`src/rtl/ci_master_sequencer.sv`:
```
// Initiator for the multicycle custom-instruction interface: accepts operand triples on a
// valid/ready stream, issues one instruction per triple, and returns the result and latency.
// Optional watchdog: define CI_TIMEOUT_EN to end a stalled WAIT after TIMEOUT_CYCLES.
module ci_master_sequencer #(
    parameter int DATA_W         = 32,
    parameter int N_W            = 2,
    parameter int LAT_W          = 16,
    parameter int TIMEOUT_CYCLES = 1024
) (
    input  logic              clk,
    input  logic              rst,

    input  logic              in_valid,
    output logic              in_ready,
    input  logic [DATA_W-1:0] in_a,
    input  logic [DATA_W-1:0] in_b,
    input  logic [DATA_W-1:0] in_c,
    input  logic [N_W-1:0]    in_n,

    output logic              ci_clk_en,
    output logic              ci_start,
    output logic [DATA_W-1:0] ci_dataa,
    output logic [DATA_W-1:0] ci_datab,
    output logic [DATA_W-1:0] ci_datac,
    output logic [N_W-1:0]    ci_n,
    input  logic              ci_done,
    input  logic [DATA_W-1:0] ci_result,

    output logic              out_valid,
    input  logic              out_ready,
    output logic [DATA_W-1:0] out_result,
    output logic [LAT_W-1:0]  out_latency,
    output logic              out_timeout,
    output logic              busy
);

    typedef enum logic [1:0] {
        S_IDLE  = 2'd0,
        S_ISSUE = 2'd1,
        S_WAIT  = 2'd2,
        S_HOLD  = 2'd3
    } state_t;

    state_t            r_state;
    state_t            w_next_state;

    logic [DATA_W-1:0] r_dataa;
    logic [DATA_W-1:0] r_datab;
    logic [DATA_W-1:0] r_datac;
    logic [N_W-1:0]    r_n;
    logic [LAT_W-1:0]  r_lat;
    logic [DATA_W-1:0] r_out_result;
    logic [LAT_W-1:0]  r_out_latency;

    logic [LAT_W-1:0]  w_lat_inc;
    logic              w_accept;
    logic              w_done_hit;
    logic              w_timeout_hit;
    logic              w_out_hs;

    assign w_accept   = (r_state == S_IDLE) && in_valid;
    assign w_done_hit = (r_state == S_WAIT) && ci_done;
    assign w_out_hs   = (r_state == S_HOLD) && out_ready;

    // Saturate rather than wrap so a very slow slave can never report a short latency.
    assign w_lat_inc = (&r_lat) ? r_lat : r_lat + LAT_W'(1);

`ifdef CI_TIMEOUT_EN
    localparam logic [LAT_W-1:0]  TIMEOUT_LAT = LAT_W'(TIMEOUT_CYCLES);
    localparam logic [DATA_W-1:0] QNAN        = DATA_W'(32'h7FC0_0000);

    logic r_out_timeout;

    // A done arriving in the limit cycle wins, so the watchdog is masked by ci_done.
    assign w_timeout_hit = (r_state == S_WAIT) && !ci_done && (r_lat >= TIMEOUT_LAT);

    always_ff @(posedge clk) begin
        if (rst) begin
            r_out_timeout <= 1'b0;
        end else if (w_done_hit) begin
            r_out_timeout <= 1'b0;
        end else if (w_timeout_hit) begin
            r_out_timeout <= 1'b1;
        end
    end

    assign out_timeout = r_out_timeout;
`else
    assign w_timeout_hit = 1'b0;
    assign out_timeout   = 1'b0;
`endif

    // NOTE: sequential state uses non-blocking assignments so every flop samples pre-edge values.
    always_ff @(posedge clk) begin
        if (rst) begin
            r_state <= S_IDLE;
        end else begin
            r_state <= w_next_state;
        end
    end

    // NOTE: the default assignment on entry keeps this block purely combinational (no latch).
    always_comb begin
        w_next_state = r_state;
        case (r_state)
            S_IDLE:  if (w_accept) w_next_state = S_ISSUE;
            S_ISSUE: w_next_state = S_WAIT;
            S_WAIT:  if (w_done_hit || w_timeout_hit) w_next_state = S_HOLD;
            S_HOLD:  if (w_out_hs) w_next_state = S_IDLE;
            default: w_next_state = S_IDLE;
        endcase
    end

    always_comb begin
        in_ready  = 1'b0;
        ci_start  = 1'b0;
        ci_clk_en = 1'b0;
        out_valid = 1'b0;
        busy      = 1'b1;
        case (r_state)
            S_IDLE: begin
                in_ready = !rst;
                busy     = 1'b0;
            end
            S_ISSUE: begin
                ci_start  = 1'b1;
                ci_clk_en = 1'b1;
            end
            S_WAIT:  ci_clk_en = 1'b1;
            S_HOLD:  out_valid = 1'b1;
            default: busy = 1'b1;
        endcase
    end

    // Operands load only in IDLE, so they stay stable from ISSUE through HOLD.
    always_ff @(posedge clk) begin
        if (rst) begin
            r_dataa       <= '0;
            r_datab       <= '0;
            r_datac       <= '0;
            r_n           <= '0;
            r_lat         <= '0;
            r_out_result  <= '0;
            r_out_latency <= '0;
        end else begin
            if (w_accept) begin
                r_dataa <= in_a;
                r_datab <= in_b;
                r_datac <= in_c;
                r_n     <= in_n;
                r_lat   <= LAT_W'(1);
            end else if ((r_state == S_ISSUE) || (r_state == S_WAIT)) begin
                r_lat <= w_lat_inc;
            end

            if (w_done_hit) begin
                r_out_result  <= ci_result;
                r_out_latency <= r_lat;
            end
`ifdef CI_TIMEOUT_EN
            else if (w_timeout_hit) begin
                r_out_result  <= QNAN;
                r_out_latency <= TIMEOUT_LAT;
            end
`endif
        end
    end

    assign ci_dataa    = r_dataa;
    assign ci_datab    = r_datab;
    assign ci_datac    = r_datac;
    assign ci_n        = r_n;
    assign out_result  = r_out_result;
    assign out_latency = r_out_latency;

endmodule
```
`config.mk`:
```
export PLATFORM = sky130hd
export DESIGN_NAME = ci_master_sequencer
export DESIGN_NICKNAME = d
export VERILOG_FILES = /design/src/rtl/ci_master_sequencer.sv
export SDC_FILE = /design/constraint.sdc
export NUM_CORES = 1
export LEC_CHECK = 0
export ABC_AREA = 0
export CAP_MARGIN = 20
export CORE_MARGIN = 5
export CORE_UTILIZATION = 41
export CTS_CLUSTER_SIZE = 14
export DETAILED_ROUTE_END_ITERATION = 8
export PLACE_DENSITY = 0.89
export SLEW_MARGIN = 15
export SYNTH_ARGS = -nofsm -noshare
export SYNTH_HDL_FRONTEND = slang
export SYNTH_SLANG_ARGS = --single-unit
```
`constraint.sdc`:
```
create_clock -name clk -period 2.3 [get_ports clk]
set_input_delay 0.46 -clock clk [delete_from_list [all_inputs] [get_ports clk]]
set_output_delay 0.46 -clock clk [all_outputs]
set_load 0.03 [all_outputs]
```
==> results.py <==
metrics = {
    "synth": {
        "ys_seq_area_share_pct": 55.5,
        "synth.mux.area_fraction_pct": 0.169,
        "ys_warn_count": 0,
        "yosys_register_bits": 164,
        "synth_top_family_by_area": "simple AND/OR/NAND/NOR gates",
        "syn_inst": 756,
        "syn-num-nets": 897,
        "synth-compound-area-share_pct": 16.0,
        "synth-xor-area-share_pct": 0.148,
        "synth-simple-area-share_pct": 22.9,
        "synth.avg_cell_area_um2": 7.83,
        "synth_area_leaders": "dfxtp_1, nand2_1, a21oi_1",
        "syn_area_um2": 5920,
        "synth_top_area_share_pct": 55.5,
        "synth_fa_ha_area_share_pct": 1.27,
        "synth_area_leader_cell": "dfxtp_1",
        "synth_cell_type_count": 30,
    },
    "routing": {
        "route.detailed.drc": 0,
        "wl_um": 18000,
        "vias": 5983,
        "ant_nets": 0,
        "vias_per_cell": 4.92,
        "dr.first_iter.drc_count": 328,
        "firstDrtPassIters": 7,
        "wl_per_cell_um": 14.8,
    },
    "clock_network": {
        "cts_tree": "yes",
        "cts_hold_buffers": 0,
        "clk_path_buf_depth": 2,
        "numClockSinks": 164,
        "htreeDepth": 4,
        "cts_buffers": 17,
        "cts_setup_buffers": 0,
        "clkLatencyLatePin_ns": 0.41,
        "clk_pin_slew_ns": 0.06,
        "cts_root_buf": "clkbuf_16",
    },
    "final_layout": {
        "fin_nets": 1161,
        "fin_util_pct": 66.1,
        "fill_cells": 1116,
        "antenna_cells": 0,
        "syn_to_final_growth_pct": 60.4,
        "drive_above_1_share_pct": 4.84,
    },
    "job": {
        "max_cap_violations": 0,
    },
    "sta": {
        "min_period_ns": 2.16,
        "slew_headroom_pct": 40.8,
        "clock.fmax_mhz": 463,
        "fin_worst_skew_ns": 0.00385,
        "setup_viol": 0,
        "slew_violations": 0,
        "tns_ns": 0,
        "rsz0062_at_grt": "no",
        "period_share_pct": 93.9,
        "worstMarginPinSlew_ns": 0.887,
        "hold_viol_final": 0,
    },
    "die": {
        "fp.dieArea_um2": 16900,
        "ios": 287,
        "die_x_um": 130,
        "start_util_pct": 41.2,
        "row_count": 44,
        "core_area_um2": 14400,
        "chipHeight_um": 130,
    },
    "pwr": {
        "seq_power_share_pct": 37.7,
        "powerDensity_nw_per_um2": 950,
        "p_switching_w": 0.00316,
        "p_total_w": 0.00903,
        "p_int_w": 0.00587,
        "p_clk_share_pct": 27.8,
        "swShare_pct": 35.0,
        "p_comb_share_pct": 34.5,
        "vdd_drop_max_mv": 0.653,
        "p_leak_nw": 3.36,
    },
    "worst_hold_path": {
        "hold_end": "ci_datab[28]$_SDFFE_PP0P_",
        "worst_hold_path.num_cells": 2,
        "hold_class": "input pin to flop",
        "worstHoldStart": "rst",
    },
    "global_routing": {
        "grt_pass1_wl_um": 27400,
        "grt_max_degree": 85,
        "grt_usage_pct": 20.3,
        "grt_pass1_vias": 5546,
        "grt_antenna_before_repair": 0,
        "grt_overflow": 0,
    },
    "worst_setup_path": {
        "required_ns": 1.84,
        "timing.rr.start": "r_state[0]$_SDFFE_PP0P_",
        "r2r-end": "r_lat[10]$_SDFFE_PP0P_",
        "reg2reg_slack_ns": 0.20,
        "endpoint_kind": "output port",
        "crit_fanout": 4,
        "critPathLaunchType": "flop",
        "critPathKind": "flop to output port",
        "worstRegToRegCells": 6,
        "critPathArrivalTime_ns": 1.70,
    },
    "outcome": {
        "status": "finished, final reports clean",
    },
    "placed_design": {
        "hpwl_um": 13000,
        "place_congestion": 0.803,
        "port-buffer-count": 285,
    },
}
==> power groups by stage <==
stage | logic [W] | clock network [W] | registers (W)
floorplan | 0.00111 | 0 | 0.00409
global placement | 0.00309 | 0 | 0.00343
detailed placement | 0.00314 | 0 | 0.00346
CTS | 0.00313 | 0.00256 | 0.00340
global route | 0.00335 | 0.00269 | 0.00344
finish | 0.00312 | 0.00251 | 0.00340
==> cells by family after synthesis <==
logic type / count (synthesis)
muxes: 1
AOI/OAI and AO/OA: 181
adders and majority gates: 6
and+or+nand+nor: 341
DFF: 164
other: 1
buffers and inverters: 61
xor gates and xnor gates: 1
==> sequential cells by signal, indices dropped and copies added (netlist names) <==
signal and count:
ci_datac 32, out_result 32, ci_n 2, ci_datab 32, r_lat 16, out_latency 16
r_state 2, ci_dataa 32
==> worst max-delay path, stage by stage, from the launching register on <==
cell,delay [ns]
dfxtp_1,0.38
ha_1,0.22
clkdlybuf4s50_1,0.69
==> routing by layer <==
metal | vias to the layer above | GRT usage, % | part of all wire [%]
li1 | 3002 | - | -
met1 | 2734 | 23.0 | 39
met2 | 224 | 34.0 | 48
met3 | 23 | 9.50 | 11
met4 | 0 | 6.36 | 1.6
met5 | - | 0 | 0
==> cells in the mapped netlist (all sizes together) <==
master / instances
o21a: 2
mux2i: 1
nand2: 303
a211oi: 1
or4: 7
ha: 6
o21ai: 7
o41a: 1
a21oi: 161
dfxtp: 164
inv: 8
conb: 1
nand4: 4
a222oi: 1
buf: 7
nand2b: 1
o31ai: 6
or3: 8
nand3: 7
o41ai: 1
and3: 2
and2: 1
nor2: 8
a22oi: 1
clkbuf: 46
xnor2: 1
==> worst max path at each step <==
stage,end,slack (ns),start
CTS,in_ready,0.02,r_state[0]$_SDFFE_PP0P_
floorplan,r_lat[10]$_SDFFE_PP0P_,0.12,r_state[0]$_SDFFE_PP0P_
global route,out_valid,0.06,r_state[0]$_SDFFE_PP0P_
finish,out_valid,0.14,r_state[0]$_SDFFE_PP0P_
detailed placement,r_lat[10]$_SDFFE_PP0P_,0.17,r_state[0]$_SDFFE_PP0P_
global placement,r_lat[10]$_SDFFE_PP0P_,0.25,r_state[0]$_SDFFE_PP0P_
==> per-stage QoR <==
| stage | hold slack (ns) | cell area [um2] | instances | setup slack, ns |
|---|---|---|---|---|
| final | 0.331 | 9500 | 1216 | 0.139 |
| after global routing | 0.331 | 9500 | 1216 | 0.0552 |
| after CTS | 0.312 | 9500 | 1216 | 0.0152 |
| after detailed placement | 0.446 | 8980 | 1185 | 0.174 |
| after global placement | 0.441 | 8980 | 1185 | 0.249 |
| after floorplan | 0.454 | 5920 | 756 | 0.116 |
==> cells in the final DEF (no fill, tap or decap), types with 2 or more instances in the layout <==
master           count
clkinv_2             4
nor2_1               7
buf_12               5
or4_1                7
nand4_1              4
dlygate4sd2_1        2
inv_1                8
clkbuf_16           17
clkbuf_8             2
a21oi_1            161
nand3_1              7
buf_4                9
clkdlybuf4s50_1    281
or3_1                6
nand2_1            302
dfxtp_1            164
clkbuf_1             3
ha_1                 5
o21a_1               2
o31ai_1              6
o21ai_0              7
clkinvlp_4           5
==> what timing repair did <==
| action | in CTS | in global routing |
|---|---|---|
| gates resized for setup | 3 | 4 |
| setup endpoints to repair | 3 | 2 |
| gates cloned | 0 | 0 |
==> final cells by class <==
| type | instances | area [um2] | share of cell area (%) |
|---|---|---|---|
| clock buffers | 22 | 464 | 4.89 |
| flip-flops and latches | 164 | 3280 | 34.6 |
| well taps | 184 | 230 | 2.42 |
| multi-input cells | 531 | 2430 | 25.6 |
| clock inverters | 9 | 57.6 | 0.606 |
| repair buffers | 298 | 3000 | 31.6 |
| inverters | 8 | 30.0 | 0.316 |
Power figures use the tool's default switching activity.
